--- config.mk ---
export PLATFORM = sky130hd
export DESIGN_NAME = otg_hpi_responder
export DESIGN_NICKNAME = d
export VERILOG_FILES = /design/src/rtl/hpi_pkg.sv /design/src/rtl/hpi_resp_ram.sv /design/src/rtl/otg_hpi_responder.sv
export SDC_FILE = /design/constraint.sdc
export NUM_CORES = 2
export LEC_CHECK = 0
export BUFFER_PORTS_ARGS = -buffer_cell sky130_fd_sc_hd__buf_2
export CAP_MARGIN = 5
export CORE_MARGIN = 5
export CORE_UTILIZATION = 25
export DETAILED_ROUTE_END_ITERATION = 6
export SYNTH_ARGS = -nofsm -noshare
export SYNTH_HDL_FRONTEND = slang
export SYNTH_SLANG_ARGS = --single-unit
--- constraint.sdc ---
create_clock -name clk_clk -period 4.5 [get_ports clk_clk]
set_input_delay 1.35 -clock clk_clk [delete_from_list [all_inputs] [get_ports clk_clk]]
set_output_delay 1.35 -clock clk_clk [all_outputs]
set_load 0.02 [all_outputs]
--- src/rtl/hpi_pkg.sv ---
// Shared definitions for the OTG host-port-interface responder.
package hpi_pkg;

    localparam int unsigned HPI_DW = 16;
    localparam int unsigned HPI_AW = 2;

    localparam logic [HPI_AW-1:0] HPI_DATA    = 2'd0;
    localparam logic [HPI_AW-1:0] HPI_MAILBOX = 2'd1;
    localparam logic [HPI_AW-1:0] HPI_ADDRESS = 2'd2;
    localparam logic [HPI_AW-1:0] HPI_STATUS  = 2'd3;

    typedef enum logic [1:0] {
        ST_IDLE      = 2'd0,
        ST_RD_ACTIVE = 2'd1,
        ST_WR_ACTIVE = 2'd2
    } hpi_state_e;

    localparam int unsigned STAT_FULL_BIT = 0;
    localparam int unsigned STAT_INT_BIT  = 1;

    function automatic logic [HPI_DW-1:0] status_word(input logic irq, input logic full);
        logic [HPI_DW-1:0] w;
        w                = '0;
        w[STAT_INT_BIT]  = irq;
        w[STAT_FULL_BIT] = full;
        return w;
    endfunction

endpackage

--- src/rtl/hpi_resp_ram.sv ---
// Single-port synchronous RAM, one-cycle read latency, contents not reset.
module hpi_resp_ram #(
    parameter int unsigned WORDS = 256,
    parameter int unsigned AW    = $clog2(WORDS)
) (
    input  logic          clk,
    input  logic          we,
    input  logic [AW-1:0] addr,
    input  logic [15:0]   wdata,
    output logic [15:0]   rdata
);

    logic [15:0] mem_q [WORDS];
    logic [15:0] rdata_q;

    always_ff @(posedge clk) begin
        if (we) begin
            mem_q[addr] <= wdata;
        end
        rdata_q <= mem_q[addr];
    end

    assign rdata = rdata_q;

endmodule

--- src/rtl/otg_hpi_responder.sv ---
// HPI slave: registered host strobes, byte pointer into local RAM, and a
// mailbox pair between the host and a local agent.
module otg_hpi_responder
    import hpi_pkg::*;
#(
    parameter int unsigned MEM_WORDS = 256
) (
    input  logic        clk_clk,
    input  logic        reset_reset_n,
    input  logic [1:0]  hpi_addr,
    input  logic [15:0] hpi_data_in,
    output logic [15:0] hpi_data_out,
    output logic        hpi_data_oe,
    input  logic        hpi_cs_n,
    input  logic        hpi_rd_n,
    input  logic        hpi_wr_n,
    input  logic        hpi_rst_n,
    output logic        hpi_int,
    output logic [15:0] loc_mbx_rdata,
    output logic        loc_mbx_full,
    input  logic        loc_mbx_ack,
    input  logic [15:0] loc_mbx_wdata,
    input  logic        loc_mbx_wr
);

    localparam int unsigned AW = $clog2(MEM_WORDS);

    logic        s_cs_n_q, s_rd_n_q, s_wr_n_q, s_rst_n_q;
    logic        p_cs_n_q, p_rd_n_q, p_wr_n_q;
    logic [1:0]  s_addr_q;
    logic [15:0] s_data_q;

    hpi_state_e  state_q, state_d;
    logic        rd_wait_q, rd_wait_d;
    logic [1:0]  acc_addr_q, acc_addr_d;
    logic [15:0] acc_data_q, acc_data_d;
    logic [15:0] ptr_q, ptr_d;
    logic [15:0] out_mbx_q, out_mbx_d;
    logic [15:0] in_mbx_q, in_mbx_d;
    logic        full_q, full_d;
    logic        int_q, int_d;
    logic [15:0] dout_q, dout_d;
    logic        oe_q, oe_d;

    logic        ram_we;
    logic [15:0] ram_rdata;
    logic [15:0] rd_src;
    logic        rd_mbx_done;
    logic        host_mbx_wr;
    logic        rd_fall, rd_rise, wr_fall, wr_rise, cs_rise;

    // Host input capture; the previous copy feeds edge detection.
    always_ff @(posedge clk_clk or negedge reset_reset_n) begin
        if (!reset_reset_n) begin
            s_cs_n_q  <= 1'b1;
            s_rd_n_q  <= 1'b1;
            s_wr_n_q  <= 1'b1;
            s_rst_n_q <= 1'b1;
            p_cs_n_q  <= 1'b1;
            p_rd_n_q  <= 1'b1;
            p_wr_n_q  <= 1'b1;
            s_addr_q  <= '0;
            s_data_q  <= '0;
        end else begin
            s_cs_n_q  <= hpi_cs_n;
            s_rd_n_q  <= hpi_rd_n;
            s_wr_n_q  <= hpi_wr_n;
            s_rst_n_q <= hpi_rst_n;
            p_cs_n_q  <= s_cs_n_q;
            p_rd_n_q  <= s_rd_n_q;
            p_wr_n_q  <= s_wr_n_q;
            s_addr_q  <= hpi_addr;
            s_data_q  <= hpi_data_in;
        end
    end

    assign rd_fall = p_rd_n_q & ~s_rd_n_q;
    assign rd_rise = ~p_rd_n_q & s_rd_n_q;
    assign wr_fall = p_wr_n_q & ~s_wr_n_q;
    assign wr_rise = ~p_wr_n_q & s_wr_n_q;
    assign cs_rise = ~p_cs_n_q & s_cs_n_q;

    hpi_resp_ram #(
        .WORDS (MEM_WORDS),
        .AW    (AW)
    ) u_ram (
        .clk   (clk_clk),
        .we    (ram_we),
        .addr  (ptr_q[AW:1]),
        .wdata (acc_data_q),
        .rdata (ram_rdata)
    );

    always_comb begin
        rd_src = '0;
        case (acc_addr_q)
            HPI_DATA:    rd_src = ram_rdata;
            HPI_MAILBOX: rd_src = out_mbx_q;
            HPI_ADDRESS: rd_src = ptr_q;
            default:     rd_src = status_word(int_q, full_q);
        endcase
    end

    always_comb begin
        state_d     = state_q;
        rd_wait_d   = rd_wait_q;
        acc_addr_d  = acc_addr_q;
        acc_data_d  = acc_data_q;
        ptr_d       = ptr_q;
        out_mbx_d   = out_mbx_q;
        in_mbx_d    = in_mbx_q;
        full_d      = full_q;
        int_d       = int_q;
        dout_d      = dout_q;
        oe_d        = 1'b0;
        ram_we      = 1'b0;
        rd_mbx_done = 1'b0;
        host_mbx_wr = 1'b0;

        case (state_q)
            ST_IDLE: begin
                rd_wait_d  = 1'b0;
                acc_addr_d = s_addr_q;
                acc_data_d = s_data_q;
                if (!s_cs_n_q && rd_fall && s_wr_n_q) begin
                    state_d = ST_RD_ACTIVE;
                end else if (!s_cs_n_q && wr_fall && s_rd_n_q) begin
                    state_d = ST_WR_ACTIVE;
                end
            end
            ST_RD_ACTIVE: begin
                if (cs_rise) begin
                    state_d = ST_IDLE;
                end else if (rd_rise) begin
                    state_d = ST_IDLE;
                    if (acc_addr_q == HPI_DATA) begin
                        ptr_d = ptr_q + 16'd2;
                    end
                    rd_mbx_done = (acc_addr_q == HPI_MAILBOX);
                end else begin
                    // First cycle lets the RAM read settle; drive from the second.
                    rd_wait_d = 1'b1;
                    oe_d      = rd_wait_q;
                    if (rd_wait_q) begin
                        dout_d = rd_src;
                    end
                end
            end
            ST_WR_ACTIVE: begin
                if (cs_rise) begin
                    state_d = ST_IDLE;
                end else if (wr_rise) begin
                    state_d = ST_IDLE;
                    case (acc_addr_q)
                        HPI_DATA: begin
                            ram_we = 1'b1;
                            ptr_d  = ptr_q + 16'd2;
                        end
                        HPI_MAILBOX: host_mbx_wr = 1'b1;
                        HPI_ADDRESS: ptr_d = acc_data_q;
                        default: ;
                    endcase
                end else begin
                    acc_addr_d = s_addr_q;
                    acc_data_d = s_data_q;
                end
            end
            default: state_d = ST_IDLE;
        endcase

        // Host commit overrides a same-cycle local ack.
        if (loc_mbx_ack) begin
            full_d = 1'b0;
        end
        if (host_mbx_wr) begin
            in_mbx_d = acc_data_q;
            full_d   = 1'b1;
        end

        // Local load overrides a same-cycle host mailbox read.
        if (rd_mbx_done) begin
            int_d = 1'b0;
        end
        if (loc_mbx_wr) begin
            out_mbx_d = loc_mbx_wdata;
            int_d     = 1'b1;
        end

        if (!s_rst_n_q) begin
            state_d   = ST_IDLE;
            rd_wait_d = 1'b0;
            ptr_d     = '0;
            out_mbx_d = '0;
            in_mbx_d  = '0;
            full_d    = 1'b0;
            int_d     = 1'b0;
            oe_d      = 1'b0;
            ram_we    = 1'b0;
        end
    end

    always_ff @(posedge clk_clk or negedge reset_reset_n) begin
        if (!reset_reset_n) begin
            state_q    <= ST_IDLE;
            rd_wait_q  <= 1'b0;
            acc_addr_q <= '0;
            acc_data_q <= '0;
            ptr_q      <= '0;
            out_mbx_q  <= '0;
            in_mbx_q   <= '0;
            full_q     <= 1'b0;
            int_q      <= 1'b0;
            dout_q     <= '0;
            oe_q       <= 1'b0;
        end else begin
            state_q    <= state_d;
            rd_wait_q  <= rd_wait_d;
            acc_addr_q <= acc_addr_d;
            acc_data_q <= acc_data_d;
            ptr_q      <= ptr_d;
            out_mbx_q  <= out_mbx_d;
            in_mbx_q   <= in_mbx_d;
            full_q     <= full_d;
            int_q      <= int_d;
            dout_q     <= dout_d;
            oe_q       <= oe_d;
        end
    end

    assign hpi_data_out  = dout_q;
    assign hpi_data_oe   = oe_q;
    assign hpi_int       = int_q;
    assign loc_mbx_rdata = in_mbx_q;
    assign loc_mbx_full  = full_q;

endmodule
Word-level counts from Yosys, hierarchy flattened --
Memories as Yosys holds them, arrays and structs flattened. A register that Yosys moved wholly into a read port is not among the register bits. Cells that the tools add are included.
Cells by class: add/subtract/negate cells 1, multipliers 0, divide/modulo/power cells 0, order comparisons 0, equality and inequality tests 22, shift operators 0, multiplexer cells 55, bitwise gates (word level) 12, reductions and logical operators 13
Operator list (number):
- $mux W16 | 12
- $pmux W16 S2 | 3
- $pmux W16 S3 | 1
- $mux W1 | 27
- $mux W2 | 9
- $ne A3 B3 Y1 const B | 6
- $add A16 B2 Y16 const B | 1
- $ne A4 B4 Y1 const B | 4
- $reduce_and A3 Y1 | 3
- $not A1 Y1 | 7
- $reduce_and A7 Y1 | 1
- $ne A2 B2 Y1 const B | 3
- $ne A3 B1 Y1 const B | 2
- $ne A3 B2 Y1 const B | 2
- $pmux W2 S3 | 1
- $and A1 B1 Y1 | 5
- $eq A2 B1 Y1 const B | 2
- $eq A2 B2 Y1 const B | 2
- $logic_and A1 B1 Y1 | 4
- $logic_not A2 Y1 | 2
- $pmux W2 S2 | 1
- $reduce_and A4 Y1 | 1
- $ne A2 B1 Y1 const B | 1
- $pmux W1 S2 | 1
- other kinds (2) | 2
Word-level totals: flip-flop bits (word level) 113, latch bits 0, bits in writable memories 4096, memory bits (read-only) 0, memories 1
Memory list:
- u_ram.mem_q | depth 256, bits a word 16, rd ports 1, clocked after Yosys merged registers in 1, write ports 1, RTL line hpi_resp_ram.sv:13 | logic [15:0] mem_q [WORDS];

Longest topological paths before layout --
word-level depth 8, depth in mapped cells 10

Cells and area by module --
Synthesis repeated with hierarchy kept, for this count alone.
Unflattened totals: cells, all modules 7130, area, all modules 160221.2 µm²
Modules (own cells, without submodules):
- hpi_resp_ram | instances 1, cells an instance 6727, area an instance 155399.0 µm²
- otg_hpi_responder | instances 1, cells an instance 403, area an instance 4822.1 µm²

Least setup slack after synthesis --
No wires, ideal clock.
path type register -> register, start register acc_data_q[6], end memory u_ram.mem_q[0][6], data pin, setup time 0.809 ns, arrival 3.208 ns, data required time 3.691 ns, slack 0.483 ns, stages on the path, launching flop included 1, clock period less this slack 4.017 ns, path through dfrtp_1
RTL lines:
- start: declaration | RTL line otg_hpi_responder.sv:36 | logic [15:0] acc_data_q, acc_data_d;
- start signal: assignment | RTL line otg_hpi_responder.sv:219 | acc_data_q <= acc_data_d;
- end: declaration | RTL line hpi_resp_ram.sv:13
Straight into the memory's write port.

==> flow_summary.toml <==
[timing]
setup_violations = 0
max_freq_mhz = 231
hold_viol = 0
final.setup.worst_slack_ps = 173
tns_ps = 0
slew_headroom_pct = 15.4
final-max-slew-violation-count = 0
skew_ps = 64.7
fin_crit_ps = 4330
tightestPinTransition_ps = 1270
rsz0062_at_grt = "false"
finalCritPeriodShare_pct = 96.2

[detailed_routing]
drt_iter0_markers = 11200
via_count = 79800
viasPerCell = 4.81
wirelength_um = 440000
routedWlPerCell_um = 26.5
ant_nets = 0
first_pass_iters = 7
drc = 4

[floorplanning]
die_w_um = 810
fp.dieArea_um2 = 656000
initial_utilization_pct = 25.1
io_pins = 77
die_y_um = 810
rows = 293
core-area_um2 = 638000

[hold_path]
hold_class = "reg2reg"

[setup_path]
cp-start-kind = "flip-flop"
worstSetupPathType = "reg2reg"
timing.rr.end = "u_ram.rdata[3]$_DFF_P_"
crit_start = "ptr_q[1]$_DFFE_PN0P_"
worst-path-max-fanout = 65
rr_startpoint = "ptr_q[1]$_DFFE_PN0P_"
reg2reg_slack_ps = 170
arrival_ps = 5160
cp-end-kind = "flip-flop"
crit_end = "u_ram.rdata[3]$_DFF_P_"
cp.required_ps = 5330
r2r_cells = 7

[synth]
synth_warnings = 0
synthTopCellsByArea = "edfxtp_1 (77%), mux4_2 (14%), a22oi_1 (2.4%)"
syn_area_um2 = 160000
synth.avg_cell_area_um2 = 22.4
synth-edff-count = 4096
seq_area_frac_synth_pct = 78.8
yosysTopAreaCell = "edfxtp_1"
synth.most_common_cell = "edfxtp_1"
synth_cells = 7159
ys.flop_type = "edfxtp_1"
synthArstFlopShare_pct = 2.67
synth_seq_cells = 4225
syn-num-nets = 7206
ys_types = 45
synth.top_cell.area_share_pct = 76.9
netlist_top_cells_count = "edfxtp_1 (4096), mux4_2 (1026), a22oi_1 (512)"

[global_route]
first_global_vias = 79200
grt_util_all_layers_pct = 12.9
grt_antenna_before_repair = 23
grt_overflow_total = 0
grt_pass1_wl_um = 620000
grt_max_degree = 147

[placement]
place_congestion = 0.824
post-place-ws_ps = 65.0
io_buffer_count = 76
dp_hpwl_um = 267000

[outcome]
outcome = "complete, but fails checks"
violations = "design-rule violations"

[clock_tree]
clk_latency_ps = 980
ctsRootBufferMaster = "clkbuf_16"
cts_tree = "yes"
htreeDepth = 5
clock_path_buffers = 4
clkTransAtPathRegs_ps = 60
cts_buffers = 417
cts_num_sinks = 4225

[pwr]
power_frac_seq_pct = 54.5
combPwrFrac_pct = 1.8
p_switching_uw = 16300
p_int_uw = 64100
p_clk_share_pct = 43.7
p_sw_share_pct = 20.2
peakVddDrop_mv = 0.356
p_leak_uw = 0.0566
powerDensity_nw_per_um2 = 426
finalPower_uw = 80400

[flow_run]
drv_cap = 0

[finish]
syn2layout_area_growth_pct = 17.9
final_core_util_pct = 29.6
drive_above_1_share_pct = 29.4
fin_nets = 7845
==> layout by cell type, fill, tap and decap left out, types with 5 or more instances in the layout <==
| master | instances |
|---|---|
| edfxtp_1 | 4096 |
| mux4_2 | 1026 |
| a22oi_1 | 512 |
| buf_4 | 507 |
| clkbuf_16 | 422 |
| nor2_1 | 324 |
| a21oi_1 | 293 |
| clkinv_2 | 88 |
| dfrtp_1 | 87 |
| clkinv_1 | 86 |
| buf_12 | 83 |
| buf_2 | 75 |
| clkbuf_1 | 74 |
| bufinv_16 | 52 |
| nand2_1 | 50 |
| o41ai_1 | 49 |
| mux2i_1 | 46 |
| o21ai_0 | 29 |
| diode_2 | 24 |
| mux2_2 | 20 |
| clkinvlp_4 | 20 |
| nand4_1 | 19 |
| dfrtp_4 | 18 |
| nand2_2 | 17 |
| dfxtp_1 | 16 |
| o41ai_2 | 15 |
| nand3_1 | 11 |
| nor2b_1 | 8 |
| clkinv_8 | 7 |
| dfstp_2 | 7 |
| nor3_1 | 6 |
| clkinv_16 | 6 |
| clkinv_4 | 6 |
| o31ai_1 | 5 |
| a31oi_1 | 5 |
| ha_1 | 5 |
| inv_6 | 5 |
==> per-stage QoR <==
stage	hold WS, ps	instance area, µm²	std cells
4_1_cts	357	189000	16600
2_1_floorplan	362	160000	7159
5_1_grt	377	189000	16600
3_5_place_dp	382	175000	15800
6_report	374	189000	16600
3_3_place_gp	381	175000	15800
==> flip-flops by register name (all words and copies together) (netlist names) <==
name           flops
hpi_data_oe        1
p_wr_n_q           1
hpi_data_out      16
state_q            2
out_mbx_q         16
u_ram.rdata       16
ptr_q             16
rd_wait_q          1
s_addr_q           2
s_rd_n_q           1
s_data_q          16
s_wr_n_q           1
s_rst_n_q          1
loc_mbx_full       1
loc_mbx_rdata     16
p_rd_n_q           1
acc_addr_q         2
u_ram.mem_q     4096
s_cs_n_q           1
hpi_int            1
p_cs_n_q           1
acc_data_q        16
==> power by group through the flow <==
stage | clock network, µW | registers [µW] | logic (µW)
detailed placement | 0 | 44700 | 1470
CTS | 35700 | 43800 | 1460
floorplan | 0 | 45000 | 287
global placement | 0 | 44600 | 1370
global route | 37400 | 43800 | 1520
finish | 35200 | 43800 | 1420
==> layer usage <==
layer	share of wire, %	routed length (µm)	global-route usage [%]
met3	9.4	41300	2.50
met4	3.1	13600	3.95
met5	0.021	92	0
met2	49	214000	21.2
met1	39	171000	17.4
==> worst max-delay path: stages, from the launching register on <==
cell	delay, ps
dfrtp_4	940
buf_12	440
mux4_2	600
a22oi_1	450
a21oi_1	270
o41ai_1	900
buf_4	300
nand4_1	100
==> worst min path at each step <==
stage | start | depth (start not counted) | endpoint
after floorplan | s_cs_n_q$_DFF_PN1_ | 0 | p_cs_n_q$_DFF_PN1_
after global placement | s_wr_n_q$_DFF_PN1_ | 0 | p_wr_n_q$_DFF_PN1_
after CTS | s_wr_n_q$_DFF_PN1_ | 0 | p_wr_n_q$_DFF_PN1_
final | s_wr_n_q$_DFF_PN1_ | 0 | p_wr_n_q$_DFF_PN1_
after global routing | s_wr_n_q$_DFF_PN1_ | 0 | p_wr_n_q$_DFF_PN1_
after detailed placement | s_wr_n_q$_DFF_PN1_ | 0 | p_wr_n_q$_DFF_PN1_
==> repair_timing <==
item,in CTS,in global routing
endpoints found under the hold margin,0,0
buffers inserted,0,0
gates resized for setup,0,1
hold buffers,0,0
endpoints found under the setup margin,0,1
==> cell type report <==
cell class                 instances  area, µm²
timing repair buffer             666       5850
tap                             8407      10500
inverter                           4       15.0
antenna                           24       60.1
clock inverter                   275       2960
sequential                      4225     126000
clock buffer                     500      10900
multi-input combinational       2484      32200
fill                           60900     449000
==> logic make-up after synthesis <==
logic type / Yosys count / share of synthesized area, %
muxes: 1092 / 14.9
DFF: 4225 / 78.8
AOI/OAI and AO/OA: 918 / 3.86
and+or+nand+nor: 469 / 1.22
adders and majority gates: 5 / 0.0391
buffers and inverters: 450 / 1.19
Power figures use the tool's default switching activity.
